--- config.mk ---
export PLATFORM = sky130hd
export DESIGN_NAME = factor_search
export DESIGN_NICKNAME = d
export VERILOG_FILES = /design/src/rtl/factor_search_pkg.sv /design/src/rtl/factor_mul_seq.sv /design/src/rtl/factor_search.sv
export SDC_FILE = /design/constraint.sdc
export NUM_CORES = 1
export LEC_CHECK = 0
export CORE_MARGIN = 3
export CORE_UTILIZATION = 30
export DETAILED_ROUTE_END_ITERATION = 16
export PLACE_DENSITY_LB_ADDON = 0.15
export SLEW_MARGIN = 25
export SYNTH_ARGS = -nofsm -noshare
export SYNTH_HDL_FRONTEND = slang
export SYNTH_SLANG_ARGS = --single-unit
--- constraint.sdc ---
create_clock -name clk -period 2.7 [get_ports clk]
set_input_delay 0.675 -clock clk [delete_from_list [all_inputs] [get_ports clk]]
set_output_delay 0.675 -clock clk [all_outputs]
set_load 0.005 [all_outputs]
--- src/rtl/factor_search_pkg.sv ---
// factor_search_pkg: shared state encoding and default factor width for factor_search
package factor_search_pkg;
   localparam int DEF_W = 4;
   typedef enum logic [1:0] {IDLE, MUL, CMP, DONE} state_t;
endpackage

--- src/rtl/factor_mul_seq.sv ---
// factor_mul_seq: shift-add multiplier, one b bit per cycle LSB first, W cycles after start
module factor_mul_seq
   import factor_search_pkg::*;
#(
   parameter int W = DEF_W
) (
   input  logic           clk,
   input  logic           rst_n,
   input  logic           start,
   input  logic [W-1:0]   a,
   input  logic [W-1:0]   b,
   output logic           done,
   output logic [2*W-1:0] prod
);
   localparam int CW = $clog2(W + 1);
   logic           run_q, run_d;
   logic [CW-1:0]  cnt_q, cnt_d;
   logic [2*W-1:0] a_q, a_d, acc_q, acc_d;
   logic [W-1:0]   b_q, b_d;
   assign done = run_q && (cnt_q == CW'(W - 1));
   assign prod = acc_q;
   // start loads operands; each running cycle adds the shifted multiplicand when the current b bit is set
   always_comb begin
      run_d = run_q;
      cnt_d = cnt_q;
      a_d   = a_q;
      b_d   = b_q;
      acc_d = acc_q;
      if (start) begin
         run_d = 1'b1;
         cnt_d = '0;
         a_d   = {{W{1'b0}}, a};
         b_d   = b;
         acc_d = '0;
      end else if (run_q) begin
         acc_d = acc_q + (b_q[0] ? a_q : '0);
         a_d   = a_q << 1;
         b_d   = b_q >> 1;
         cnt_d = cnt_q + CW'(1);
         run_d = !done;
      end
   end
   // state registers
   always_ff @(posedge clk or negedge rst_n) begin
      if (!rst_n) begin
         run_q <= 1'b0;
         cnt_q <= '0;
         a_q   <= '0;
         b_q   <= '0;
         acc_q <= '0;
      end else begin
         run_q <= run_d;
         cnt_q <= cnt_d;
         a_q   <= a_d;
         b_q   <= b_d;
         acc_q <= acc_d;
      end
   end
endmodule

--- src/rtl/factor_search.sv ---
// factor_search: finds the factor pair of an operand with smallest f1 by ascending (f1, f2) enumeration
// Optional early exit once f1*f1 exceeds the operand: define FACTOR_SEARCH_PRUNE_EN
module factor_search
   import factor_search_pkg::*;
#(
   parameter int W = DEF_W
) (
   input  logic           clk,
   input  logic           rst_n,
   input  logic           in_valid,
   output logic           in_ready,
   input  logic [2*W-1:0] in_a,
   output logic           out_valid,
   input  logic           out_ready,
   output logic           out_found,
   output logic [W-1:0]   out_f1,
   output logic [W-1:0]   out_f2,
   output logic           busy
);
   localparam logic [W-1:0] FMAX = '1;
   state_t         state_q, state_d;
   logic [2*W-1:0] op_q, op_d;
   logic [W-1:0]   f1_q, f1_d, f2_q, f2_d, r1_q, r1_d, r2_q, r2_d;
   logic           found_q, found_d;
   logic           start, mul_done, prune;
   logic [2*W-1:0] prod;
   assign in_ready  = (state_q == IDLE);
   assign busy      = !in_ready;
   assign out_valid = (state_q == DONE);
   assign out_found = found_q;
   assign out_f1    = r1_q;
   assign out_f2    = r2_q;
   // the multiplier loads the candidate that the FSM is about to enter MUL with
   factor_mul_seq #(.W(W)) u_mul (
      .clk   (clk),
      .rst_n (rst_n),
      .start (start),
      .a     (f1_d),
      .b     (f2_d),
      .done  (mul_done),
      .prod  (prod)
   );
   // FSM: accept, multiply, compare, then step to the next candidate or report
   always_comb begin
      state_d = state_q;
      op_d    = op_q;
      f1_d    = f1_q;
      f2_d    = f2_q;
      r1_d    = r1_q;
      r2_d    = r2_q;
      found_d = found_q;
      start   = 1'b0;
      prune   = 1'b0;
`ifdef FACTOR_SEARCH_PRUNE_EN
      prune = (f1_q == f2_q) && (prod > op_q);
`else
      prune = 1'b0;
`endif
      case (state_q)
         IDLE: if (in_valid) begin
            op_d    = in_a;
            f1_d    = W'(2);
            f2_d    = W'(2);
            start   = 1'b1;
            state_d = MUL;
         end
         MUL: state_d = mul_done ? CMP : MUL;
         CMP: if (prod == op_q) begin
            found_d = 1'b1;
            r1_d    = f1_q;
            r2_d    = f2_q;
            state_d = DONE;
         end else if (prune || (f1_q == FMAX && f2_q == FMAX)) begin
            found_d = 1'b0;
            r1_d    = '0;
            r2_d    = '0;
            state_d = DONE;
         end else begin
            f1_d    = (f2_q == FMAX) ? f1_q + W'(1) : f1_q;
            f2_d    = (f2_q == FMAX) ? f1_q + W'(1) : f2_q + W'(1);
            start   = 1'b1;
            state_d = MUL;
         end
         DONE: state_d = out_ready ? IDLE : DONE;
         default: state_d = IDLE;
      endcase
   end
   // state registers; reset abandons any search in progress
   always_ff @(posedge clk or negedge rst_n) begin
      if (!rst_n) begin
         state_q <= IDLE;
         op_q    <= '0;
         f1_q    <= '0;
         f2_q    <= '0;
         r1_q    <= '0;
         r2_q    <= '0;
         found_q <= 1'b0;
      end else begin
         state_q <= state_d;
         op_q    <= op_d;
         f1_q    <= f1_d;
         f2_q    <= f2_d;
         r1_q    <= r1_d;
         r2_q    <= r2_d;
         found_q <= found_d;
      end
   end
endmodule

==> flow_summary.yaml <==
clock_network:
  cts.sinks: 51
  cts_buffer_depth: 2
  clkTransAtPathRegs_ns: 0.10
  cts_htree_levels: 2
  cts_buffers: 5
  cts_setup_buffers: 0
  cts_root_buffer: "clkbuf_8"
  tritoncts: "built"
  ctsHoldBuffers: 0
  cts_resized: 0
  clk_latency_ns: 0.31
drt:
  drc_errors: 0
  wl_met1_um: 3300
  drtIter0Drc: 88
  dr_wl_met2_um: 3000
  antenna_left: 0
  wirelength_um: 6550
  vias_per_cell: 5.01
  route.met3.wl_um: 198
  drt_first_pass_iters: 4
  wl_per_cell_um: 15.8
  vias: 2085
  top_layer_used: "met4"
timing:
  period_minus_slack_ns: 2.25
  setup-violations-final: 0
  relSlewSlack_pct: 55.4
  worst_pin_slew_ns: 0.669
  fin_skew_ns: 0.0114
  slew_viol_final: 0
  period_share_pct: 83.2
  rsz0062_at_grt: "false"
  final.setup.tns_ns: 0
  timing.fmax_ghz: 0.445
  hold_violations: 0
power:
  p_per_area_nw_per_um2: 971
  peakVddDrop_mv: 0.323
  pwr-share-comb_pct: 38.8
  switching_power_w: 0.00120
  p_sw_share_pct: 37.5
  p_seq_share_pct: 41.4
  power.internal_w: 0.00200
  p_leak_nw: 1.52
  clockPowerShare_pct: 19.8
global_routing:
  grtUsageTotal_pct: 13.6
  grt_pass1_wl_um: 11200
  grt_pass1_vias: 2127
  overflow: 0
  grt_max_degree: 52
  antenna_found_initial: 0
die:
  die_w_um: 103
  start_util_pct: 31.7
  die_h_um: 103
  io_pins: 24
  core_sq_um: 8930
  dieArea_sq_um: 10600
  fp-row-count: 34
yosys:
  synth_warnings: 0
  synth_area_leaders: "dfrtp_1 45%, mux2i_1 5.7%, nand2_1 5.4%, ha_1 4.9%, xnor2_1 3.1%"
  yosysUniqueCellTypes: 53
  synth_top_flop_cell: "dfrtp_1"
  yosys.area.top_type_share_pct: 45.1
  yosysSeqAreaShare_pct: 45.1
  syn_inst: 284
  synth_top_area_cell: "dfrtp_1"
  async_flop_share_pct: 100
  synth_edf_count: 0
  syn_nets: 308
  avgSynthCellArea_sq_um: 9.97
  synth_area_sq_um: 2830
  synth_seq_cells: 51
final_layout:
  n_antenna_cell: 0
  design_area_sq_um: 3300
  fillers: 894
  nets: 331
  drive_gt1_share_pct: 8.44
  syn2layout_area_growth_pct: 16.5
critical_path:
  cp.required_ns: 2.03
  critPathTopFamily: "buffers and inverters"
  path_cells: "nor2_1, clkdlybuf4s50_1"
  reg2reg_from: "u_mul.b_q[0]$_DFFE_PN0P_"
  critPathArrivalTime_ns: 1.57
  crit_buf_inv: 1
  startpoint: "state_q[1]$_DFFE_PN0P_"
  cpMaxStageDelayCell: "clkdlybuf4s50_1"
  critPathMaxFanout: 7
  cp-end-kind: "output port"
  path_class: "register to output port"
  crit_path_max_incr_delay_ns: 0.55
  worstSetupStartpointType: "register"
worst_hold_path:
  hold_path.class: "input port to asynchronous set/reset pin"
place:
  placed_cell_area_sq_um: 3160
  numPortBuffers: 23
  hpwl_um: 4800
  place.gp.congestion: 0.805
run:
  max_cap_viol_count: 0
run_status:
  status: "complete, no violations"
[worst paths after layout]
| check | depth (start not counted) | slack [ns] | end |
|---|---|---|---|
| worst max-delay path | 2 | 0.45 | in_ready |
| worst min-delay path | 2 | 0.48 | u_mul.prod[5]$_DFFE_PN0P_ |
| worst max register to register | 8 | 0.47 | u_mul.prod[6]$_DFFE_PN0P_ |
| worst min register to register | 1 | 0.49 | out_found$_DFFE_PN0P_ |
| max in group asynchronous | 2 | 1.77 | out_f2[1]$_DFFE_PN0P_ |
| min in group clk | 1 | 0.49 | out_found$_DFFE_PN0P_ |
[cell usage in the layout (no fill, tap or decap), types with 6 or more instances in the layout]
| cell | count |
|---|---|
| nand3_1 | 10 |
| mux2i_1 | 16 |
| nor2_1 | 21 |
| clkdlybuf4s50_1 | 22 |
| nand2_1 | 41 |
| and2_1 | 11 |
| ha_1 | 11 |
| a21oi_1 | 8 |
| dfrtp_1 | 51 |
| o21ai_0 | 7 |
| a31oi_1 | 6 |
| xnor2_1 | 10 |
| inv_1 | 7 |
| a22o_1 | 8 |
[stage by stage]
stage | total power, W | util [%] | std cells | hold slack [ns] | setup slack (ns)
after global routing | 0.00349 | 36.9 | 416 | 0.505 | 0.350
final | 0.00320 | 36.9 | 416 | 0.478 | 0.454
after detailed placement | 0.00260 | 35.4 | 408 | 0.470 | 0.407
after CTS | 0.00326 | 36.9 | 416 | 0.493 | 0.436
after floorplan | 0.00219 | - | 284 | 0.379 | 0.621
after global placement | 0.00259 | 35.4 | 408 | 0.462 | 0.459
[cells in the mapped netlist, drive strengths merged, types with 3 or more instances]
cell type and instances:
xnor2 10, and3 4, nor4 3, nand3 12
o211ai 3, a211oi 4, nor3 3, nand4 3
nor2 22, o21ai 10, a21oi 8, ha 11
a31oi 6, dfrtp 51, a22o 8, buf 9
mux2 3, inv 7, o21bai 4, clkbuf 3
a2111oi 3, a21o 4, and2 11, xor2 4
nand2 42, mux2i 16
[layout make-up]
type / count / area (sq um) / share of cell area (%)
well taps: 108 / 135 / 4.10
flip-flops and latches: 51 / 1280 / 38.7
clock buffers: 6 / 72.6 / 2.20
clock inverters: 2 / 60.1 / 1.82
inverters: 7 / 26.3 / 0.797
multi-input cells: 214 / 1460 / 44.4
repair buffers: 28 / 263 / 7.97
[flip-flops by register name (all words and copies together) (netlist names)]
| register | count |
|---|---|
| out_f1 | 4 |
| u_mul.a_q | 8 |
| u_mul.cnt_q | 3 |
| u_mul.prod | 8 |
| state_q | 2 |
| out_found | 1 |
| f1_q | 4 |
| f2_q | 4 |
| op_q | 8 |
| u_mul.b_q | 4 |
| u_mul.run_q | 1 |
| out_f2 | 4 |
[logic make-up after synthesis]
family	after synthesis	synth area share, %
mux	19	6.85
flops	51	45.1
fa+ha+maj	12	5.57
compound gates	59	15.4
simple gates	110	19.6
buf+inv	19	3.18
xor+xnor	14	4.33
[power groups by stage]
stage | clock (W) | sequential, W | combinational, W
6_report | 0.000635 | 0.00132 | 0.00124
5_1_grt | 0.000687 | 0.00138 | 0.00143
2_1_floorplan | 0 | 0.00122 | 0.000971
4_1_cts | 0.000660 | 0.00133 | 0.00127
3_3_place_gp | 0 | 0.00135 | 0.00124
3_5_place_dp | 0 | 0.00135 | 0.00126
[worst register-to-register path: stages (launching register included)]
cell and delay [ns]:
dfrtp_1 0.44, and2_1 0.18, ha_1 0.21, fa_1 0.41, a21o_1 0.20, a21o_1 0.19
a21oi_1 0.18, mux2i_1 0.21, a31oi_1 0.09
[routing by layer]
metal | vias up | track usage [%]
li1 | 1064 | -
met1 | 993 | 19.9
met2 | 26 | 20.6
met3 | 2 | 2.50
met4 | 0 | 3.78
met5 | - | 0
No activity file was read; power rests on OpenSTA's default activity.
